==> src/rtl/jacobi_matvec.sv <==
// Forward evaluator b = A*x in signed fixed point using one shared multiply-accumulate.
// Define JACOBI_MATVEC_SATURATE_EN for saturating output format plus a sticky `sat` flag.
module jacobi_matvec #(
  parameter int unsigned SIZE      = 3,
  parameter int unsigned PRECISION = 16,
  parameter int unsigned POINT     = 8,
  localparam int unsigned N        = PRECISION + POINT
) (
  input  logic                clk,
  input  logic                I_RSTn,
  input  logic                start,
  input  logic signed [N-1:0] A [SIZE][SIZE],
  input  logic signed [N-1:0] x [SIZE],
  output logic signed [N-1:0] b [SIZE],
  output logic                ready,
  output logic                done
`ifdef JACOBI_MATVEC_SATURATE_EN
  , output logic              sat
`endif
);

  localparam int unsigned AW = 2 * N + $clog2(SIZE) + 1;
  localparam int unsigned IW = $clog2(SIZE);
  localparam logic [IW-1:0] Last = IW'(SIZE - 1);

  typedef enum logic [1:0] {StIdle, StMac, StDone} state_e;

  state_e                state_q, state_d;
  logic signed [N-1:0]   a_q [SIZE][SIZE];
  logic signed [N-1:0]   a_d [SIZE][SIZE];
  logic signed [N-1:0]   x_q [SIZE];
  logic signed [N-1:0]   x_d [SIZE];
  logic signed [N-1:0]   b_q [SIZE];
  logic signed [N-1:0]   b_d [SIZE];
  logic [IW-1:0]         i_q, i_d, j_q, j_d;
  logic [AW-1:0]         acc_q, acc_d;
  logic                  done_q, done_d, ready_q, ready_d;
  logic                  sat_q, sat_d;

  logic signed [2*N-1:0] prod, prod_sh;
  logic [AW-1:0]         sum;
  logic [N-1:0]          fmt_val;
  logic                  row_sat;

  always_comb begin
    prod    = a_q[i_q][j_q] * x_q[j_q];
    prod_sh = prod >>> POINT;
    sum     = (j_q == '0 ? '0 : acc_q) + {{(AW - 2 * N){prod_sh[2*N-1]}}, prod_sh};
  end

`ifdef JACOBI_MATVEC_SATURATE_EN
  // Out of range whenever the bits above the result's sign bit disagree with the true sign.
  logic sat_hi, sat_lo;
  always_comb begin
    sat_hi  = !sum[AW-1] && (|sum[AW-2:N-1]);
    sat_lo  = sum[AW-1] && !(&sum[AW-2:N-1]);
    row_sat = sat_hi || sat_lo;
    if (sat_hi) begin
      fmt_val = {1'b0, {(N - 1){1'b1}}};
    end else if (sat_lo) begin
      fmt_val = {1'b1, {(N - 1){1'b0}}};
    end else begin
      fmt_val = sum[N-1:0];
    end
  end
  assign sat = sat_q;
`else
  logic unused_sum;
  assign unused_sum = ^sum[AW-1:N];
  assign row_sat    = 1'b0;
  assign fmt_val    = sum[N-1:0];
`endif

  always_comb begin
    state_d = state_q;
    a_d     = a_q;
    x_d     = x_q;
    b_d     = b_q;
    i_d     = i_q;
    j_d     = j_q;
    acc_d   = acc_q;
    done_d  = 1'b0;
    ready_d = ready_q;
    sat_d   = sat_q;
    unique case (state_q)
      StIdle: begin
        if (start) begin
          a_d     = A;
          x_d     = x;
          i_d     = '0;
          j_d     = '0;
          acc_d   = '0;
          sat_d   = 1'b0;
          ready_d = 1'b0;
          state_d = StMac;
        end
      end
      StMac: begin
        acc_d = sum;
        if (j_q == Last) begin
          b_d[i_q] = fmt_val;
          sat_d    = sat_q | row_sat;
          j_d      = '0;
          if (i_q == Last) begin
            i_d     = '0;
            done_d  = 1'b1;
            state_d = StDone;
          end else begin
            i_d = i_q + 1'b1;
          end
        end else begin
          j_d = j_q + 1'b1;
        end
      end
      StDone: begin
        ready_d = 1'b1;
        state_d = StIdle;
      end
      default: begin
        ready_d = 1'b1;
        state_d = StIdle;
      end
    endcase
  end

  always_ff @(posedge clk) begin
    if (!I_RSTn) begin
      state_q <= StIdle;
      for (int r = 0; r < SIZE; r++) begin
        for (int c = 0; c < SIZE; c++) begin
          a_q[r][c] <= '0;
        end
        x_q[r] <= '0;
        b_q[r] <= '0;
      end
      i_q     <= '0;
      j_q     <= '0;
      acc_q   <= '0;
      done_q  <= 1'b0;
      ready_q <= 1'b1;
      sat_q   <= 1'b0;
    end else begin
      state_q <= state_d;
      a_q     <= a_d;
      x_q     <= x_d;
      b_q     <= b_d;
      i_q     <= i_d;
      j_q     <= j_d;
      acc_q   <= acc_d;
      done_q  <= done_d;
      ready_q <= ready_d;
      sat_q   <= sat_d;
    end
  end

  assign b     = b_q;
  assign ready = ready_q;
  assign done  = done_q;

endmodule

==> config.mk <==
export PLATFORM = sky130hd
export DESIGN_NAME = jacobi_matvec
export DESIGN_NICKNAME = d
export VERILOG_FILES = /design/src/rtl/jacobi_matvec.sv
export SDC_FILE = /design/constraint.sdc
export NUM_CORES = 2
export LEC_CHECK = 0
export BUFFER_PORTS_ARGS = -buffer_cell sky130_fd_sc_hd__buf_2
export CAP_MARGIN = 5
export CORE_MARGIN = 4
export CORE_UTILIZATION = 51
export DETAILED_ROUTE_END_ITERATION = 8
export GPL_TIMING_DRIVEN = 0
export PLACE_DENSITY_LB_ADDON = 0.2
export SLEW_MARGIN = 10
export SYNTH_ARGS = -nofsm -noshare
export SYNTH_HDL_FRONTEND = slang
export SYNTH_SLANG_ARGS = --single-unit
==> constraint.sdc <==
create_clock -name clk -period 15.2 [get_ports clk]
set_clock_uncertainty 0.2 [all_clocks]
set_input_delay 0.76 -clock clk [delete_from_list [all_inputs] [get_ports clk]]
set_output_delay 0.76 -clock clk [all_outputs]
set_load 0.02 [all_outputs]
Yosys cells after proc, flatten, opt, wreduce, memory -nomap -nowiden
Index checks and enable logic that the tools add are counted.
Widths: inputs -> output; s select.

storage, ports and cells
  output and inout bits = 74
  flip-flop bits (word level) = 419

operators by class
  mux-type cells = 28
  add/sub/neg operators = 3
  bitwise gates (word level) = 3
  reductions and logical operators = 11
  equality and inequality tests = 6
  $lt $le $gt $ge = 3
  $mul = 1

operator list
  operator             count
  $bmux 72 s2          1
  $mux 72              2
  $mux 24              5
  $mux 51              2
  $pmux 51 s2          1
  $bmux 24 s2          2
  $bwmux 72            1
  $add 51x51->51       1
  $demux 24 s2         1
  $mul 24x24->48       1
  $mux 2               7
  $pmux 2 s2           3
  $reduce_and 3->1     3
  $reduce_and 2->1     4
  $ge 3x3->1 const B   2
  $ne 2x2->1 const B   3
  $not 2->3            2
  $add 2x1->2 const B  2
  $eq 2x2->1 const B   2
  $logic_not 2->1      2
  $lt 3x1->1 const B   1
  $eq 2x1->1 const B   1
  $mux 1               2
  $pmux 1 s2           1
  3 further kinds      3

Depth between registers and ports, before layout
  word-level depth = 10
  mapped depth = 50
  gate-level depth less buffers = 43

Worst setup path after synthesis
No wires, ideal clock.

  path type = register to register
  from = register i_q[0]
  to = register acc_q[23]
  arrival = 10,383 ps
  path buffers = 7
  library setup time = 116 ps
  setup slack = 4,501 ps
  cell stages (with the launch flop) = 47
  cells stage by stage = dfxtp_1 -> buf_6 -> buf_4 -> buf_4 -> buf_4 -> buf_4 -> buf_2 -> mux2_2 -> a221o_1 -> o21ai_0 -> o22a_1 -> clkbuf_1 -> nor2_1 -> fa_1 -> fa_1 -> inv_1 -> fa_1 -> inv_1 -> [11 not listed] -> a21oi_1 -> o21bai_1 -> a21oi_1 -> o21ai_2 -> o31ai_1 -> o21ai_0 -> xor2_1 -> ha_1 -> or3_1 -> or3_1 -> o22a_1 -> o21ai_0 -> o21bai_1 -> a21o_1 -> a31oi_1 -> xnor3_2 -> nand2_1 -> a21boi_1

between the ends
  cells in the longest elaborated chain, start to end = 10

RTL lines
  element                                      RTL line  RTL
  start: declaration                           35        logic [IW-1:0] i_q, i_d, j_q, j_d;
  start signal: assignment                     147       i_q <= i_d;
  $not 2->3 (implied by the code)              46        prod = a_q[i_q][j_q] * x_q[j_q];
  $bmux 72 s2                                  46
  $mux 72 (implied by the code) (2 in series)  46
  $bmux 24 s2                                  46
  $mux 24 (implied by the code) (2 in series)  46
  $mul 24x24->48                               46
  $add 51x51->51                               48        sum = (j_q == '0 ? '0 : acc_q) + {{(AW - 2 * N){prod_sh[2*N-1]}}, prod_sh};
  $pmux 51 s2                                  85        unique case (state_q)
  end signal: assignment                       138       acc_q <= '0;
  end signal: assignment                       149       acc_q <= acc_d;
  end: declaration                             36        logic [AW-1:0] acc_q, acc_d;

No other way between the ends. The select of a mux whose other input is x is not followed.
A chain may end at the register's enable or synchronous reset.

Worst setup path in the final report
  from = register i_q[1]
  to = register b_q (netlist bit b[23])

between the ends
  cells in the longest elaborated chain, start to end = 10
  elaborated cells between the ends (all ways) = 15
  classes of those cells = add/sub (1); mul (1); order compare (2); mux (9); bitwise (1); reduce/logical (1)

RTL lines
  element                                      RTL line  RTL
  $not 2->3 (implied by the code) *            46, 101
  $bmux 72 s2                                  46
  $mux 72 (implied by the code) (2 in series)  46
  $bmux 24 s2                                  46
  $mux 24 (implied by the code) (2 in series)  46
  $mul 24x24->48                               46
  $add 51x51->51                               48
  $bwmux 72 *                                  101       b_d[i_q] = fmt_val;
  end signal: indexed assignment               134       b_q[r] <= '0;
  end signal: assignment                       146       b_q <= b_d;
  end: declaration                             33        logic signed [N-1:0] b_q [SIZE];

Every way passes the cells marked *; elsewhere a longest branch is shown, timed or not. The select of a mux whose other input is x is not followed.

==> metrics.csv <==
stage;metric;value;unit
run_status;status;finished clean;
logic_synthesis;Mapped Area;31900;µm²
clock_tree;Clk Latency, worst-skew pair;0.59;ns
logic_synthesis;Synth top area share;24.6;%
worst_setup_path;crit path max fanout;10;
timing;Tmin final;13.60;ns
run;maxcap violations;0;
detailed_routing;post-route ant nets;0;
floorplanning;Core ar.;61800;µm²
timing;fmax;0.0735;GHz
worst_setup_path;crit path DAT;13.88;ns
detailed_routing;DRT iter0 DRCs;2914;
cells_and_area;Final #Nets;5024;
detailed_routing;highest routed metal layer;met5;
global_route;total track usage;33.9;%
cells_and_area;Filler cells;5814;
placed_design;IO Port Bufs;363;
logic_synthesis;Syn Nets;4613;
power_and_ir_drop;Lkg Pwr;16.2;nW
clock_tree;hold-fix buffer count after cts;0;
floorplanning;io pins;365;
detailed_routing;vias;28300;
timing;setup tns final;0;ns
clock_tree;cts bufs inserted;42;
placed_design;Place WS;2.04;ns
detailed_routing;metal2 WL;50.5;mm
floorplanning;row cnt;91;
timing;Tcrit/Tclk final;89.5;%
global_route;first-pass GRT wire length;171;mm
clock_tree;clock slew at the register clock pins of the worst setup and hold paths;0.06;ns
logic_synthesis;synth top area cells;dfxtp_1 25%, fa_1 24%, nand2_1 11%;
logic_synthesis;Mapped Cells;3805;
hold_path;worst hold path type;input port to flip-flop;
power_and_ir_drop;PD cells;115;nW/µm²
cells_and_area;layout cells sized above 1;12.4;%
logic_synthesis;leading area contributor after synthesis;dfxtp_1;
floorplanning;Die Y;258;µm
detailed_routing;Post-Route WL;114;mm
logic_synthesis;Synth cell types;68;
detailed_routing;via/cell ratio;5.55;
timing;slack of the critical path;1.60;ns
cells_and_area;fin util;58.8;%
worst_setup_path;kind of critical path;flip-flop to flip-flop;
clock_tree;CTS tree;built;
global_route;number of global-route vias before repair;28300;
clock_tree;# clock sinks;392;
cells_and_area;Finished Cell Area;36400;µm²
placed_design;Placer Congestion;1.05;
floorplanning;Die X;258;µm
clock_tree;CTS resizes;0;
cells_and_area;area grow syn2layout;13.9;%
logic_synthesis;EDFF count, synth;0;
global_route;GR Overflow Total;0;
timing;Final Hold Violating Endpoints;0;
clock_tree;Setup Fix Bufs, Post-CTS;0;
global_route;largest net degree at the start of global routing;14;
floorplanning;Starting Density;51.6;%
cells_and_area;Post-Layout Cell Count;5087;
logic_synthesis;FF+latch count, synth;392;
detailed_routing;Avg WL per Cell;22.4;µm
detailed_routing;drt pass-1 iters;6;
power_and_ir_drop;total design power;4.17;mW
placed_design;post-placement cell count;5008;
logic_synthesis;Syn. warnings;0;
timing;worst-margin pin slew;1.46;ns
timing;unrepaired setup endpoints after global routing;false;
clock_tree;deepest clock path buffer count;3;
global_route;initial antenna violation count;3;
timing;Max Slew Vio Count;0;
logic_synthesis;mean post-synth cell area;8.39;µm²
floorplanning;die area;66700;µm²
worst_setup_path;Critical Path End Type;flip-flop;
detailed_routing;routed wl met3;12.7;mm
placed_design;DP Area;34900;µm²
worst_setup_path;Largest stage delay, worst path;1.00;ns
power_and_ir_drop;worst vdd ir;0.0995;mV
logic_synthesis;ys flop type;dfxtp_1;
logic_synthesis;Async SR Flop Fraction;0;%
timing;final hold slack;0.199;ns
detailed_routing;Routed met1 length;45.4;mm
worst_setup_path;crit start category;flip-flop;
detailed_routing;DRC;0;
worst_setup_path;Top cell by count, worst path;ha_1;
placed_design;post-detail-place hpwl;93.3;mm
timing;Rel. slew slack;2.61;%
worst_setup_path;CP required;15.48;ns
clock_tree;Max H-tree Level;2;
worst_setup_path;CP max stage cell;o22ai_1;
logic_synthesis;sequential-to-total area share from yosys stat;24.6;%
clock_tree;CTS Root Cell;clkbuf_16;
timing;final setup fails;0;
## layer usage
metal / track usage (%) / vias to the layer above
li1: - / 12800
met1: 45.6 / 13800
met2: 52.7 / 1425
met3: 8.54 / 264
met4: 13.5 / 4
met5: 0.731 / -
## worst max-delay path: cells and delay by family (launching register included)
kind / cells / cell delay, ns
DFF: 1 / 0.43
buffers and inverters: 10 / 2.76
and+or+nand+nor: 5 / 1.17
adders and majority gates: 9 / 3.49
AOI/OAI and AO/OA: 18 / 4.77
xor gates and xnor gates: 2 / 0.64
## cells in the mapped netlist (3+ instances only)
cell type	count
nand2_1	908
inv_1	482
dfxtp_1	392
fa_1	381
a21boi_0	326
nor2_1	238
clkbuf_1	194
ha_1	136
o21ai_0	83
and2_1	78
xnor2_1	63
a21oi_1	62
mux2i_1	55
mux2_2	39
nand3_1	38
nand2b_1	37
nor2b_1	33
a21o_1	24
a221o_1	21
buf_2	20
a221oi_1	16
xor2_1	16
buf_1	13
o21a_1	13
o211a_1	12
o22ai_1	9
o22a_1	8
a32oi_1	7
nand4_1	7
o21bai_1	7
o2bb2ai_1	7
o32ai_1	7
a22oi_1	5
a32o_1	5
buf_4	5
nor3_1	5
a21boi_1	4
a31oi_1	4
a211oi_1	3
buf_6	3
o21ai_1	3
o221ai_1	3
o31ai_1	3
## power breakdown
part | switching, mW | leakage (nW) | internal, mW | total [mW]
Clock | 0.459 | 0.733 | 0.642 | 1.10
Sequential | 0.0371 | 3.21 | 1.10 | 1.13
Combinational | 1.25 | 12.3 | 0.681 | 1.93
Total | 1.75 | 16.2 | 2.42 | 4.17
## cell families after synthesis
logic type,after synthesis,share of synthesized area (%)
compound gates,647,14.6
xor+xnor,80,2.24
fa+ha+maj,517,29.2
buf+inv,718,8.65
flops,392,24.6
mux,96,3.18
simple gates,1355,17.5
## registers in the layout, summed over array words and instances, names as in the netlist
register / count
a_q: 216
done: 1
j_q: 2
b: 72
ready: 1
acc_q: 24
i_q: 2
state_q: 2
x_q: 72
## final timing paths
| kind | depth (start not counted) | slack [ns] | end | startpoint |
|---|---|---|---|---|
| worst max-delay path | 44 | 1.60 | b[23] | i_q[1] |
| worst min-delay path | 3 | 0.20 | a_q[182] | A[182] |
| worst max register to register | 44 | 1.60 | b[23] | i_q[1] |
| worst min register to register | 2 | 0.26 | b[47] | b[47] |
## final cells by class
type	instances	area, µm²	area share [%]
Multi-Input combinational cell	2695	21400	58.8
Sequential cell	392	7850	21.6
Timing Repair Buffer	367	1850	5.08
Inverter	483	1810	4.99
Clock buffer	60	1240	3.41
Tap cell	837	1050	2.88
Buffer	235	948	2.61
Clock inverter	17	253	0.695
Antenna cell	1	2.50	0.00688
## layout by cell type, fill, tap and decap left out, drive strengths merged, types with 4 or more instances in the layout
cell type,Yosys,layout
a32oi,7,7
inv,482,482
xor2,16,16
clkbuf,194,255
a21o,24,24
bufinv,0,4
o2bb2ai,7,7
fa,381,381
nor2b,34,34
and2,78,78
o32ai,7,7
nand4,7,7
a221o,21,21
a221oi,17,17
o21ai,88,88
clkinv,1,13
o21a,13,13
nand2,908,908
ha,136,136
nand3,38,38
a22oi,5,5
nand2b,37,37
a31oi,4,4
dfxtp,392,392
o21bai,7,7
a21oi,62,62
xnor2,63,63
nor2,238,238
buf,41,407
o22a,8,8
a21boi,330,330
mux2,41,41
o211a,12,12
a211oi,4,4
mux2i,55,55
a32o,5,5
nor3,5,5
o22ai,10,10
Power figures use the tool's default switching activity.
